**src/rtl/kbd_trainer_pkg.sv**
```systemverilog
// kbd_trainer_pkg: shared types, defaults and the LFSR helper for the
// typing-trainer checker.
//   state_e      - checker FSM states
//   mode_t       - session mode bits sampled on the start key
//   DEF_*        - default parameter values for kbd_trainer_core
//   lfsr_step()  - one Fibonacci step of x^16+x^14+x^13+x^11+1
package kbd_trainer_pkg;

  typedef enum logic [1:0] {
    ST_IDLE     = 2'd0,
    ST_WAIT_KEY = 2'd1,
    ST_CHECK    = 2'd2,
    ST_ADVANCE  = 2'd3
  } state_e;

  typedef struct packed {
    logic rnd;      // pseudo-random symbol order
    logic adv_err;  // advance to the next symbol even on a mismatch
  } mode_t;

  localparam int unsigned DEF_CODE_W    = 8;
  localparam int unsigned DEF_SEQ_DEPTH = 46;
  localparam int unsigned DEF_CNT_W     = 16;
  localparam int unsigned DEF_IDX_W     = $clog2(DEF_SEQ_DEPTH);
  localparam logic [7:0]  DEF_START_CODE = 8'h5A;

  localparam int unsigned     LFSR_W        = 16;
  localparam logic [LFSR_W-1:0] DEF_LFSR_SEED = 16'hACE1;
  // Feedback taps at bits 15,13,12,10 (x^16, x^14, x^13, x^11)
  localparam logic [LFSR_W-1:0] LFSR_TAPS     = 16'hB400;

  // Shift left, XOR of the tapped bits enters at bit 0
  function automatic logic [LFSR_W-1:0] lfsr_step(input logic [LFSR_W-1:0] s);
    return {s[LFSR_W-2:0], ^(s & LFSR_TAPS)};
  endfunction

endpackage

```
**src/rtl/kbd_trainer_if.sv**
```systemverilog
// kbd_trainer_if: ready/valid scan-code channel from the PS/2 decoder.
//   key_valid  - key_code is valid this cycle (master -> slave)
//   key_code   - scan code (master -> slave)
//   key_ready  - slave accepts; transfer = key_valid & key_ready
interface kbd_trainer_if
  import kbd_trainer_pkg::*;
#(
  parameter int unsigned CODE_W = DEF_CODE_W
) ();

  logic              key_valid;
  logic [CODE_W-1:0] key_code;
  logic              key_ready;

  modport master (output key_valid, output key_code, input key_ready);
  modport slave  (input key_valid, input key_code, output key_ready);

endinterface

```
**src/rtl/kbd_seq_rom.sv**
```systemverilog
// kbd_seq_rom: combinational reference-symbol table, index -> scan code.
//   idx_i  - sequence index
//   code_o - expected scan code; the 46-entry table repeats for deeper
//            sequences
module kbd_seq_rom
  import kbd_trainer_pkg::*;
#(
  parameter int unsigned CODE_W    = DEF_CODE_W,
  parameter int unsigned SEQ_DEPTH = DEF_SEQ_DEPTH,
  parameter int unsigned IDX_W     = $clog2(SEQ_DEPTH)
) (
  input  logic [IDX_W-1:0]  idx_i,
  output logic [CODE_W-1:0] code_o
);

  localparam int unsigned TBL_N = 46;

  // S A G P Q W E R T Y U I O D F H J K L Z X C V B N M ` - = [ ] ; ' , . / 0..9 with 6 last
  localparam logic [7:0] SEQ_TBL [TBL_N] = '{
    8'h1B, 8'h1C, 8'h34, 8'h4D, 8'h15, 8'h1D, 8'h24, 8'h2D, 8'h2C, 8'h35,
    8'h3C, 8'h43, 8'h44, 8'h23, 8'h2B, 8'h33, 8'h3B, 8'h42, 8'h4B, 8'h1A,
    8'h22, 8'h21, 8'h2A, 8'h32, 8'h31, 8'h3A, 8'h0E, 8'h4E, 8'h55, 8'h54,
    8'h5B, 8'h4C, 8'h52, 8'h41, 8'h49, 8'h4A, 8'h45, 8'h16, 8'h1E, 8'h26,
    8'h25, 8'h2E, 8'h3D, 8'h3E, 8'h46, 8'h36
  };

  logic [5:0] tbl_a;

  // Table lookup
  always_comb begin
    tbl_a  = 6'(32'(idx_i) % TBL_N);
    code_o = CODE_W'(SEQ_TBL[tbl_a]);
  end

endmodule

```
**src/rtl/kbd_trainer_core.sv**
```systemverilog
// kbd_trainer_core: typing-trainer checker. Compares each accepted scan code
// against the current expected symbol and presents that symbol to the VGA
// text layer.
//   clk, reset_signal_n - clock, async active-low reset
//   clear               - synchronous restart to IDLE, highest priority
//   key_if (slave)      - key_valid/key_code in, key_ready out
//   mode_random         - sampled on start: pseudo-random symbol order
//   mode_adv_err        - sampled on start: advance even on mismatch
//   res_out             - last checked key mismatched
//   res_code            - expected code shown on screen
//   hit_cnt, err_cnt    - saturating correct/wrong key counters
//   active              - session running
//   lap_done            - one-cycle pulse after every SEQ_DEPTH hits
module kbd_trainer_core
  import kbd_trainer_pkg::*;
#(
  parameter int unsigned        CODE_W     = DEF_CODE_W,
  parameter int unsigned        SEQ_DEPTH  = DEF_SEQ_DEPTH,
  parameter int unsigned        CNT_W      = DEF_CNT_W,
  parameter logic [CODE_W-1:0]  START_CODE = CODE_W'(DEF_START_CODE),
  parameter logic [LFSR_W-1:0]  LFSR_SEED  = DEF_LFSR_SEED
) (
  input  logic              clk,
  input  logic              reset_signal_n,
  input  logic              clear,
  kbd_trainer_if.slave      key_if,
  input  logic              mode_random,
  input  logic              mode_adv_err,
  output logic              res_out,
  output logic [CODE_W-1:0] res_code,
  output logic [CNT_W-1:0]  hit_cnt,
  output logic [CNT_W-1:0]  err_cnt,
  output logic              active,
  output logic              lap_done
);

  // Candidate index is taken from the low LFSR bits
  localparam int unsigned      IDX_W    = $clog2(SEQ_DEPTH);
  localparam logic [IDX_W-1:0] LAST_IDX = IDX_W'(SEQ_DEPTH - 1);

  state_e state_q, state_d;

  logic [IDX_W-1:0]  idx_q, idx_d;
  logic [IDX_W-1:0]  lap_q, lap_d;
  logic [LFSR_W-1:0] lfsr_q, lfsr_d;
  logic [CODE_W-1:0] key_q, key_d;
  logic [CODE_W-1:0] res_code_q, res_code_d;
  logic [CNT_W-1:0]  hit_q, hit_d;
  logic [CNT_W-1:0]  err_q, err_d;
  mode_t             mode_q, mode_d;
  logic              load_q, load_d;
  logic              res_out_q, res_out_d;
  logic              active_q, active_d;
  logic              lap_done_q, lap_done_d;
  logic              key_ready_q, key_ready_d;

  logic              xfer;
  logic              is_start;
  logic              is_null;
  logic              match;
  logic [LFSR_W-1:0] lfsr_nx;
  logic [IDX_W-1:0]  cand;
  logic              cand_ok;
  logic [IDX_W-1:0]  seq_nx_idx;
  logic [IDX_W-1:0]  rom_addr;
  logic [CODE_W-1:0] rom_code;

  // Handshake and comparison decode
  always_comb begin
    xfer       = key_if.key_valid & key_ready_q;
    is_start   = (key_if.key_code == START_CODE);
    is_null    = (key_if.key_code == '0);
    match      = (key_q == res_code_q);
    lfsr_nx    = lfsr_step(lfsr_q);
    cand       = lfsr_nx[IDX_W-1:0];
    // Random search must land on a real entry and move off the current one
    cand_ok    = (32'(cand) < SEQ_DEPTH) && (cand != idx_q);
    // First load after a start shows entry 0 instead of stepping
    seq_nx_idx = load_q ? '0 : ((idx_q == LAST_IDX) ? '0 : idx_q + IDX_W'(1));
    rom_addr   = mode_q.rnd ? cand : seq_nx_idx;
  end

  kbd_seq_rom #(
    .CODE_W    (CODE_W),
    .SEQ_DEPTH (SEQ_DEPTH),
    .IDX_W     (IDX_W)
  ) u_rom (
    .idx_i  (rom_addr),
    .code_o (rom_code)
  );

  // State register
  always_ff @(posedge clk or negedge reset_signal_n) begin
    if (!reset_signal_n) state_q <= ST_IDLE;
    else                 state_q <= state_d;
  end

  // Next-state logic
  always_comb begin
    state_d = state_q;
    if (clear) begin
      state_d = ST_IDLE;
    end else begin
      case (state_q)
        ST_IDLE: begin
          if (xfer && is_start) state_d = ST_ADVANCE;
        end
        ST_WAIT_KEY: begin
          if (xfer && is_start)     state_d = ST_ADVANCE;
          else if (xfer && !is_null) state_d = ST_CHECK;
        end
        ST_CHECK: begin
          if (match || mode_q.adv_err) state_d = ST_ADVANCE;
          else                         state_d = ST_WAIT_KEY;
        end
        ST_ADVANCE: begin
          if (!mode_q.rnd || cand_ok) state_d = ST_WAIT_KEY;
        end
        default: state_d = ST_IDLE;
      endcase
    end
  end

  // Output and datapath next values
  always_comb begin
    idx_d       = idx_q;
    lap_d       = lap_q;
    lfsr_d      = lfsr_q;
    key_d       = key_q;
    res_code_d  = res_code_q;
    hit_d       = hit_q;
    err_d       = err_q;
    mode_d      = mode_q;
    load_d      = load_q;
    res_out_d   = res_out_q;
    active_d    = active_q;
    lap_done_d  = 1'b0;
    // Registered so key_ready is a flop output reflecting the coming state
    key_ready_d = (state_d == ST_IDLE) || (state_d == ST_WAIT_KEY);

    if (clear) begin
      idx_d      = '0;
      lap_d      = '0;
      lfsr_d     = LFSR_SEED;
      key_d      = '0;
      res_code_d = START_CODE;
      hit_d      = '0;
      err_d      = '0;
      mode_d     = '0;
      load_d     = 1'b0;
      res_out_d  = 1'b0;
      active_d   = 1'b0;
    end else begin
      case (state_q)
        ST_IDLE, ST_WAIT_KEY: begin
          if (xfer && is_start) begin
            mode_d.rnd     = mode_random;
            mode_d.adv_err = mode_adv_err;
            hit_d          = '0;
            err_d          = '0;
            lap_d          = '0;
            idx_d          = '0;
            active_d       = 1'b1;
            load_d         = 1'b1;
          end else if (xfer && !is_null && (state_q == ST_WAIT_KEY)) begin
            key_d = key_if.key_code;
          end
        end
        ST_CHECK: begin
          if (match) begin
            res_out_d = 1'b0;
            if (hit_q != '1) hit_d = hit_q + CNT_W'(1);
            if (lap_q == LAST_IDX) begin
              lap_d      = '0;
              lap_done_d = 1'b1;
            end else begin
              lap_d = lap_q + IDX_W'(1);
            end
          end else begin
            res_out_d = 1'b1;
            if (err_q != '1) err_d = err_q + CNT_W'(1);
          end
        end
        ST_ADVANCE: begin
          if (mode_q.rnd) begin
            lfsr_d = lfsr_nx;
            if (cand_ok) begin
              idx_d      = cand;
              res_code_d = rom_code;
              load_d     = 1'b0;
            end
          end else begin
            idx_d      = seq_nx_idx;
            res_code_d = rom_code;
            load_d     = 1'b0;
          end
        end
        default: ;
      endcase
    end
  end

  // Datapath registers
  always_ff @(posedge clk or negedge reset_signal_n) begin
    if (!reset_signal_n) begin
      idx_q       <= '0;
      lap_q       <= '0;
      lfsr_q      <= LFSR_SEED;
      key_q       <= '0;
      res_code_q  <= START_CODE;
      hit_q       <= '0;
      err_q       <= '0;
      mode_q      <= '0;
      load_q      <= 1'b0;
      res_out_q   <= 1'b0;
      active_q    <= 1'b0;
      lap_done_q  <= 1'b0;
      key_ready_q <= 1'b1;
    end else begin
      idx_q       <= idx_d;
      lap_q       <= lap_d;
      lfsr_q      <= lfsr_d;
      key_q       <= key_d;
      res_code_q  <= res_code_d;
      hit_q       <= hit_d;
      err_q       <= err_d;
      mode_q      <= mode_d;
      load_q      <= load_d;
      res_out_q   <= res_out_d;
      active_q    <= active_d;
      lap_done_q  <= lap_done_d;
      key_ready_q <= key_ready_d;
    end
  end

  assign key_if.key_ready = key_ready_q;
  assign res_out          = res_out_q;
  assign res_code         = res_code_q;
  assign hit_cnt          = hit_q;
  assign err_cnt          = err_q;
  assign active           = active_q;
  assign lap_done         = lap_done_q;

endmodule

```
**src/flat_wrapper.sv**
```systemverilog
// flat-port wrapper written by rule: the top's interface ports become plain ports
module kbd_trainer_core_flat import kbd_trainer_pkg::*;
#(
  parameter int unsigned        CODE_W     = DEF_CODE_W,
  parameter int unsigned        SEQ_DEPTH  = DEF_SEQ_DEPTH,
  parameter int unsigned        CNT_W      = DEF_CNT_W,
  parameter logic [CODE_W-1:0]  START_CODE = CODE_W'(DEF_START_CODE),
  parameter logic [LFSR_W-1:0]  LFSR_SEED  = DEF_LFSR_SEED
)
  (clk, reset_signal_n, clear, mode_random, mode_adv_err, res_out, res_code, hit_cnt, err_cnt, active, lap_done, key_if_key_valid, key_if_key_code, key_if_key_ready);
  kbd_trainer_if #(.CODE_W(CODE_W)) key_if_i ();
  input  logic clk;
  input  logic reset_signal_n;
  input  logic clear;
  input  logic mode_random;
  input  logic mode_adv_err;
  output logic res_out;
  output logic [CODE_W-1:0] res_code;
  output logic [CNT_W-1:0] hit_cnt;
  output logic [CNT_W-1:0] err_cnt;
  output logic active;
  output logic lap_done;
  input wire logic [$bits(key_if_i.key_valid)-1:0] key_if_key_valid;
  input wire logic [$bits(key_if_i.key_code)-1:0] key_if_key_code;
  output wire logic [$bits(key_if_i.key_ready)-1:0] key_if_key_ready;
  assign key_if_i.key_valid = key_if_key_valid;
  assign key_if_i.key_code = key_if_key_code;
  assign key_if_key_ready = key_if_i.key_ready;
  kbd_trainer_core #(.CODE_W(CODE_W), .SEQ_DEPTH(SEQ_DEPTH), .CNT_W(CNT_W), .START_CODE(START_CODE), .LFSR_SEED(LFSR_SEED)) u_core (.clk(clk), .reset_signal_n(reset_signal_n), .clear(clear), .key_if(key_if_i), .mode_random(mode_random), .mode_adv_err(mode_adv_err), .res_out(res_out), .res_code(res_code), .hit_cnt(hit_cnt), .err_cnt(err_cnt), .active(active), .lap_done(lap_done));
endmodule
```
**config.mk**
```make
export PLATFORM = sky130hd
export DESIGN_NAME = kbd_trainer_core_flat
export DESIGN_NICKNAME = d
export VERILOG_FILES = /design/src/rtl/kbd_trainer_pkg.sv /design/src/rtl/kbd_trainer_if.sv /design/src/rtl/kbd_seq_rom.sv /design/src/rtl/kbd_trainer_core.sv /design/src/flat_wrapper.sv
export SDC_FILE = /design/constraint.sdc
export NUM_CORES = 1
export LEC_CHECK = 0
export CORE_MARGIN = 8
export CORE_UTILIZATION = 55
export CTS_BUF_LIST = sky130_fd_sc_hd__clkbuf_4
export CTS_CLUSTER_SIZE = 12
export DETAILED_ROUTE_END_ITERATION = 8
export HOLD_SLACK_MARGIN = 0.08
export PLACE_DENSITY = 0.78
export SLEW_MARGIN = 20
export SYNTH_ARGS = -nofsm -noshare
export SYNTH_HDL_FRONTEND = slang
export SYNTH_SLANG_ARGS = --single-unit
export TNS_END_PERCENT = 5
```
**constraint.sdc**
```tcl
create_clock -name clk -period 4.05 [get_ports clk]
set_input_delay 0.405 -clock clk [delete_from_list [all_inputs] [get_ports clk]]
set_output_delay 0.405 -clock clk [all_outputs]
set_load 0.05 [all_outputs]
```
-- After elaboration in Yosys (flattened, before gate mapping)
Memories as Yosys holds them, arrays and structs flattened.
Index checks and enable logic that the tools add are counted.
Widths: inputs -> output; s select.
- $add $sub $neg: 4
- div/mod/pow operators: 1
- magnitude comparators: 2
- equality and inequality tests: 19
- muxes and demuxes: 58
- bitwise operators: 2
- reduce and logical (&&, ||, !) cells: 30
- operators by type and width (kind ; number):
    $mux 16 ; 10
    $mux 8 ; 10
    $pmux 16 s2 ; 2
    $mux 6 ; 10
    $add 16x1->16 const B ; 2
    $mod 6x6->32 const B ; 1
    $ne 16x16->1 const B ; 2
    $pmux 6 s2 ; 2
    $mux 2 ; 9
    $reduce_xor 16->1 ; 1
    $mux 1 ; 13
    $add 6x1->6 const B ; 2
    $eq 6x6->1 const B ; 2
    $ne 3x2->1 const B ; 4
    $reduce_bool 2->1 ; 6
    $reduce_and 3->1 ; 3
    $eq 8x7->1 const B ; 1
    $eq 8x8->1 ; 1
    $logic_not 8->1 ; 1
    $pmux 2 s4 ; 1
    $reduce_and 4->1 ; 2
    $ge 7x7->1 const B ; 1
    $not 6->7 ; 1
    $lt 6x6->1 const B ; 1
    15 further kinds ; 28
- register bits after elaboration: 85
- ROM bits: 512
- input bits: 14
- output and inout port bits: 44
- logic and storage cells: 132
- memories kept: 1
- memories (memory ; words ; bits a word ; read ports ; clocked after Yosys merged registers in ; write ports ; RTL line ; text):
    (name not given) ; 64 ; 8 ; 1 ; 0 ; 0 ; kbd_seq_rom.sv:32 ; code_o = CODE_W'(SEQ_TBL[tbl_a]);

-- Logic depth before layout (Yosys ltp)
- word-level depth: 13
- gate-level depth with buffers: 16

-- Modules after synthesis
Synthesis repeated with hierarchy kept, for this count alone.
- cells, all modules: 600
- area total of the unflattened synthesis: 5296.3 µm²
- by module, submodules not included (module ; instances ; cells an instance ; area each (µm²) ; sequential area each (µm²)):
    kbd_trainer_core ; 1 ; 479 ; 4421.7 ; 2143.3
    kbd_seq_rom ; 1 ; 121 ; 874.6 ; 0.0

-- Worst setup path before layout
OpenSTA, ideal clock, no wires.
- path kind: register -> register
- start point: register u_core.idx_q[0]
- end point: register u_core.res_code_q[1] (netlist: u_core.res_code[1])
- setup time: 0.080 ns
- arrival time: 3.108 ns
- required time: 3.970 ns
- path slack: 0.862 ns
- stages on the path, launching flop included: 14
- period minus slack after synthesis: 3.188 ns
- path through: dfrtp_1 > ha_1 > and4b_4 > a211o_1 > a22o_1 > buf_6 > nor2_1 > o2bb2ai_1 > inv_1 > ha_1 > nand2_1 > o211ai_1 > a221o_1 > o22a_1
- word-level cells in the longest chain between the ends: 13
- RTL lines (what ; RTL line ; text):
    start, declared ; kbd_trainer_core.sv:43 ; logic [IDX_W-1:0] idx_q, idx_d;
    start signal, assigned ; kbd_trainer_core.sv:220 ; idx_q <= idx_d;
    $add 6x1->6 or $eq 6x6->1 (tied branches) ; kbd_trainer_core.sv:79 ; seq_nx_idx = load_q ? '0 : ((idx_q == LAST_IDX) ? '0 : idx_q + IDX_W'(1));
    $mux 6 (2 in a row) ; kbd_trainer_core.sv:79 ;
    $mux 6 ; kbd_trainer_core.sv:80 ; rom_addr = mode_q.rnd ? cand : seq_nx_idx;
    $mod 6x6->32 ; kbd_seq_rom.sv:31 ; tbl_a = 6'(32'(idx_i) % TBL_N);
    $not 6->7 (not written as such) ; kbd_seq_rom.sv:32 ;
    $mem_v2 64x8 ; n/a ;
    $mux 8 (not written as such) (2 in a row) ; kbd_seq_rom.sv:32 ;
    $mux 8 ; kbd_trainer_core.sv:187 ; if (cand_ok) begin
    $mux 8 ; kbd_trainer_core.sv:185 ; if (mode_q.rnd) begin
    $mux 8 ; kbd_trainer_core.sv:154 ; case (state_q)
    $mux 8 ; kbd_trainer_core.sv:141 ; if (clear) begin
    end signal, assigned ; kbd_trainer_core.sv:224 ; res_code_q <= res_code_d;
    end, declared ; kbd_trainer_core.sv:47 ; logic [CODE_W-1:0] res_code_q, res_code_d;
Several ways; a longest one is shown, not always the timed one. The select of a mux whose other input is x is not followed.
A chain may end at the register's enable or synchronous reset.

-- Worst setup path after layout
- start point: register u_core.idx_q[0]
- end point: register u_core.res_code_q[5] (netlist: u_core.res_code[5])
The elaborated chain is that of the path after synthesis.

==> results.md <==
* Final min period at 3.781 ns
* Post-synthesis sequential area ratio at 41.45%
* Ant. Diodes at 0
* DRC viols at 0
* Final instance area at 0.005863 mm2
* Rel. slew slack at 47.79%
* Max Freq at 0.2645 GHz
* Std-Cell Rows at 35
* Startpoint types: flop
* Dominant synthesized flop cell: dfrtp_1
* Setup TNS at 0 ns
* CP max stage delay at 0.62 ns
* CP top delay family: compound AO/OA/AOI/OAI gates
* RSZ-0062 raised after global routing: no
* Final-report max-slew violation count at 0
* Post-synth net total at 605
* Avg WL per Cell at 16.33 um
* Flop2flop setup slack at 0.27 ns
* PortBufs at 56
* Synth Register Bits at 84
* CTS clk-pin slew, worst paths at 0.13 ns
* Commonest non-fill, non-tap cell in the layout: nand2_1
* P per Cell Area at 242.1 mW/mm2
* Placed cell area at 0.005704 mm2
* Setup crit end kind: flop
* DIE AREA at 0.01263 mm2
* Clk_skew at 0.03180 ns
* Final hold slack at 0.4944 ns
* Die H at 112.4 um
* Final setup margin at 0.2688 ns
* Outcome: finished, final reports clean
* Final net count at 651
* Final hold vios at 0
* Initial antenna violation count at 0
* Vias per cell at 5.982
* Peak supply drop at 0.0001374 V
* # Post-CTS Setup Buffers at 0
* Placer Congestion at 0.9146
* Post-layout util at 64.37%
* Chip Width at 112.4 um
* Asr flop ratio synth at 100.0%
* Slew @ Worst Pin at 0.7832 ns
* Total GRT Usage at 19.40%
* Library cells used by synthesis at 75
* Leak Pwr at 2.440 nW
* Post-synth EDFFs at 0
* Share of cells above drive strength 1 at 8.758%
* Largest net degree at the start of global routing at 85
* # placed instances at 722
* Initial DRC Count at 265
* Sink Count at 84
* CP cell instances: ha_1 -> and4b_4 -> a21o_4 -> o31a_1 -> inv_2 -> ha_1 -> inv_1 -> o21a_1 -> or3_1 -> nand3_1 -> a21oi_1 -> a2111oi_0 -> o21ai_1
* Finished Layout Cells at 739
* # resized after CTS at 0
* Longest Clk Path Bufs at 2
* CTS tree: built
* Crit path buf inv count at 2
* Syn. warnings at 0
* Crit path from: u_core.idx_q[0]
* WP data arrival at 4.08 ns
* Launch point of the worst reg-to-reg path: u_core.idx_q[0]
* Hold wc startpoint: u_core.lfsr_q[11]
* P&R area growth vs syn at 14.74%
* Skew-Pair Late Insertion Delay at 0.44 ns
* Setup violators final at 0
* Commonest non-fill, non-tap cells in the layout: nand2_1, dfrtp_1, nor2_1
* CP max-delay cell: or3_1
* Most used cell along the critical path: ha_1
* Cts bufs inserted at 9
* Total power at 1.419 mW
* Post-DP HPWL at 8711 um
* CORE AREA at 0.009109 mm2
* Clock root buffer: clkbuf_4
* Synthesized area at 0.005110 mm2
* Mapped Cells at 577
* Total wire length at 12070 um
* Worst min path class: reg2reg
* Max cap viols at 0
* CP Data Required Time at 4.35 ns
* Starting Density at 56.10%
* Pre-CTS setup slack at 0.3457 ns
* Number of global-route vias before repair at 4278
* DR pass1 iterations at 5
* Crit path kind: reg2reg
* Worst Path Max Fanout at 17
* Avg Inst Size Synth at 8.856 um2
* H-tree depth at 3
* Post-route ant nets at 0
* Final period util at 93.36%
* Overflow after GRT at 0
* First-pass GRT wire length at 20620 um
* IO Pins at 58
* Routed via count at 4421
-- path summary, 6_finish.rpt --
check,endpoint,cells past startpoint
setup / recovery,u_core.res_code[5],13
hold / removal,u_core.lfsr_q[11],2
setup reg to reg,u_core.res_code[5],13
hold reg to reg,u_core.lfsr_q[11],2
max in group asynchronous,u_core.hit_cnt[15],2
min in group asynchronous,u_core.err_cnt[13],2
-- Yosys cell counts, drive strengths merged (9+ instances only) --
| master | count | area [um2] |
|---|---|---|
| inv | 17 | 63.81 |
| nand3b | 9 | 67.56 |
| nor2 | 60 | 225.2 |
| o21ai | 39 | 198.9 |
| nand2 | 84 | 315.3 |
| ha | 14 | 175.2 |
| o31ai | 9 | 77.57 |
| dfrtp | 71 | 1777 |
| nand4 | 12 | 90.09 |
| dfstp | 13 | 341.6 |
| a21oi | 28 | 151.4 |
| nand3 | 32 | 160.2 |
| clkbuf | 17 | 63.81 |
| mux2i | 10 | 100.1 |
| buf | 12 | 91.33 |
| xnor2 | 15 | 131.4 |
| xor2 | 26 | 227.7 |
| nor3 | 14 | 75.07 |
-- metal layers --
| layer | part of all wire (%) | track usage [%] | up-vias | routed length (um) |
|---|---|---|---|---|
| met5 | 0 | 0 | - | 0 |
| met4 | 0.89 | 4.766 | 0 | 107 |
| met3 | 5.3 | 3.757 | 11 | 638 |
| met2 | 50 | 34.16 | 121 | 6011 |
| met1 | 44 | 23.83 | 2145 | 5311 |
| li1 | - | - | 2144 | - |
-- power breakdown --
part           leakage (nW)  internal, mW  switching (mW)
Clock                0.0737         0.206           0.301
Sequential             1.13         0.841         0.00194
Combinational          1.24        0.0223          0.0480
Total                  2.44          1.07           0.351
-- cell type report --
type,instances,area (um2)
Multi-Input combinational cell,446,2769
Clock inverter,5,62.56
Timing Repair Buffer,64,624.3
Fill cell,749,3246
Inverter,18,67.56
Tap cell,111,138.9
Clock buffer,11,82.58
Sequential cell,84,2118
-- timing repair --
action | in CTS | in global routing
hold buffers | 0 | 1
setup endpoints to repair | 0 | 0
endpoints found under the hold margin | 0 | 62
-- worst register-to-register path, cell delays in order, from the launching register on --
cell,delay (ns)
dfrtp_1,0.49
ha_1,0.24
and4b_4,0.21
a21o_4,0.24
o31a_1,0.33
inv_2,0.12
ha_1,0.20
inv_1,0.07
o21a_1,0.21
or3_1,0.62
nand3_1,0.19
a21oi_1,0.09
a2111oi_0,0.55
o21ai_1,0.10
-- sequential cells by signal, indices dropped and copies added (netlist names), 2 cells and up --
| register | count |
|---|---|
| u_core.state_q | 2 |
| u_core.mode_q | 2 |
| u_core.lfsr_q | 16 |
| u_core.key_q | 8 |
| u_core.hit_cnt | 16 |
| u_core.lap_q | 6 |
| u_core.idx_q | 6 |
| u_core.res_code | 7 |
| u_core.err_cnt | 16 |
-- kinds of logic (layout without fill, tap and decap cells) --
group	Yosys count	after routing	share of synthesized area, %
xor+xnor	41	41	7.028
compound gates	131	131	18.17
buf+inv	47	98	4.358
fa+ha+maj	14	14	3.428
other cells	1	1	0.07339
mux	10	10	1.959
simple gates	249	249	23.53
flops	84	84	41.45
Note: power is estimated with default switching activity, not from simulation.
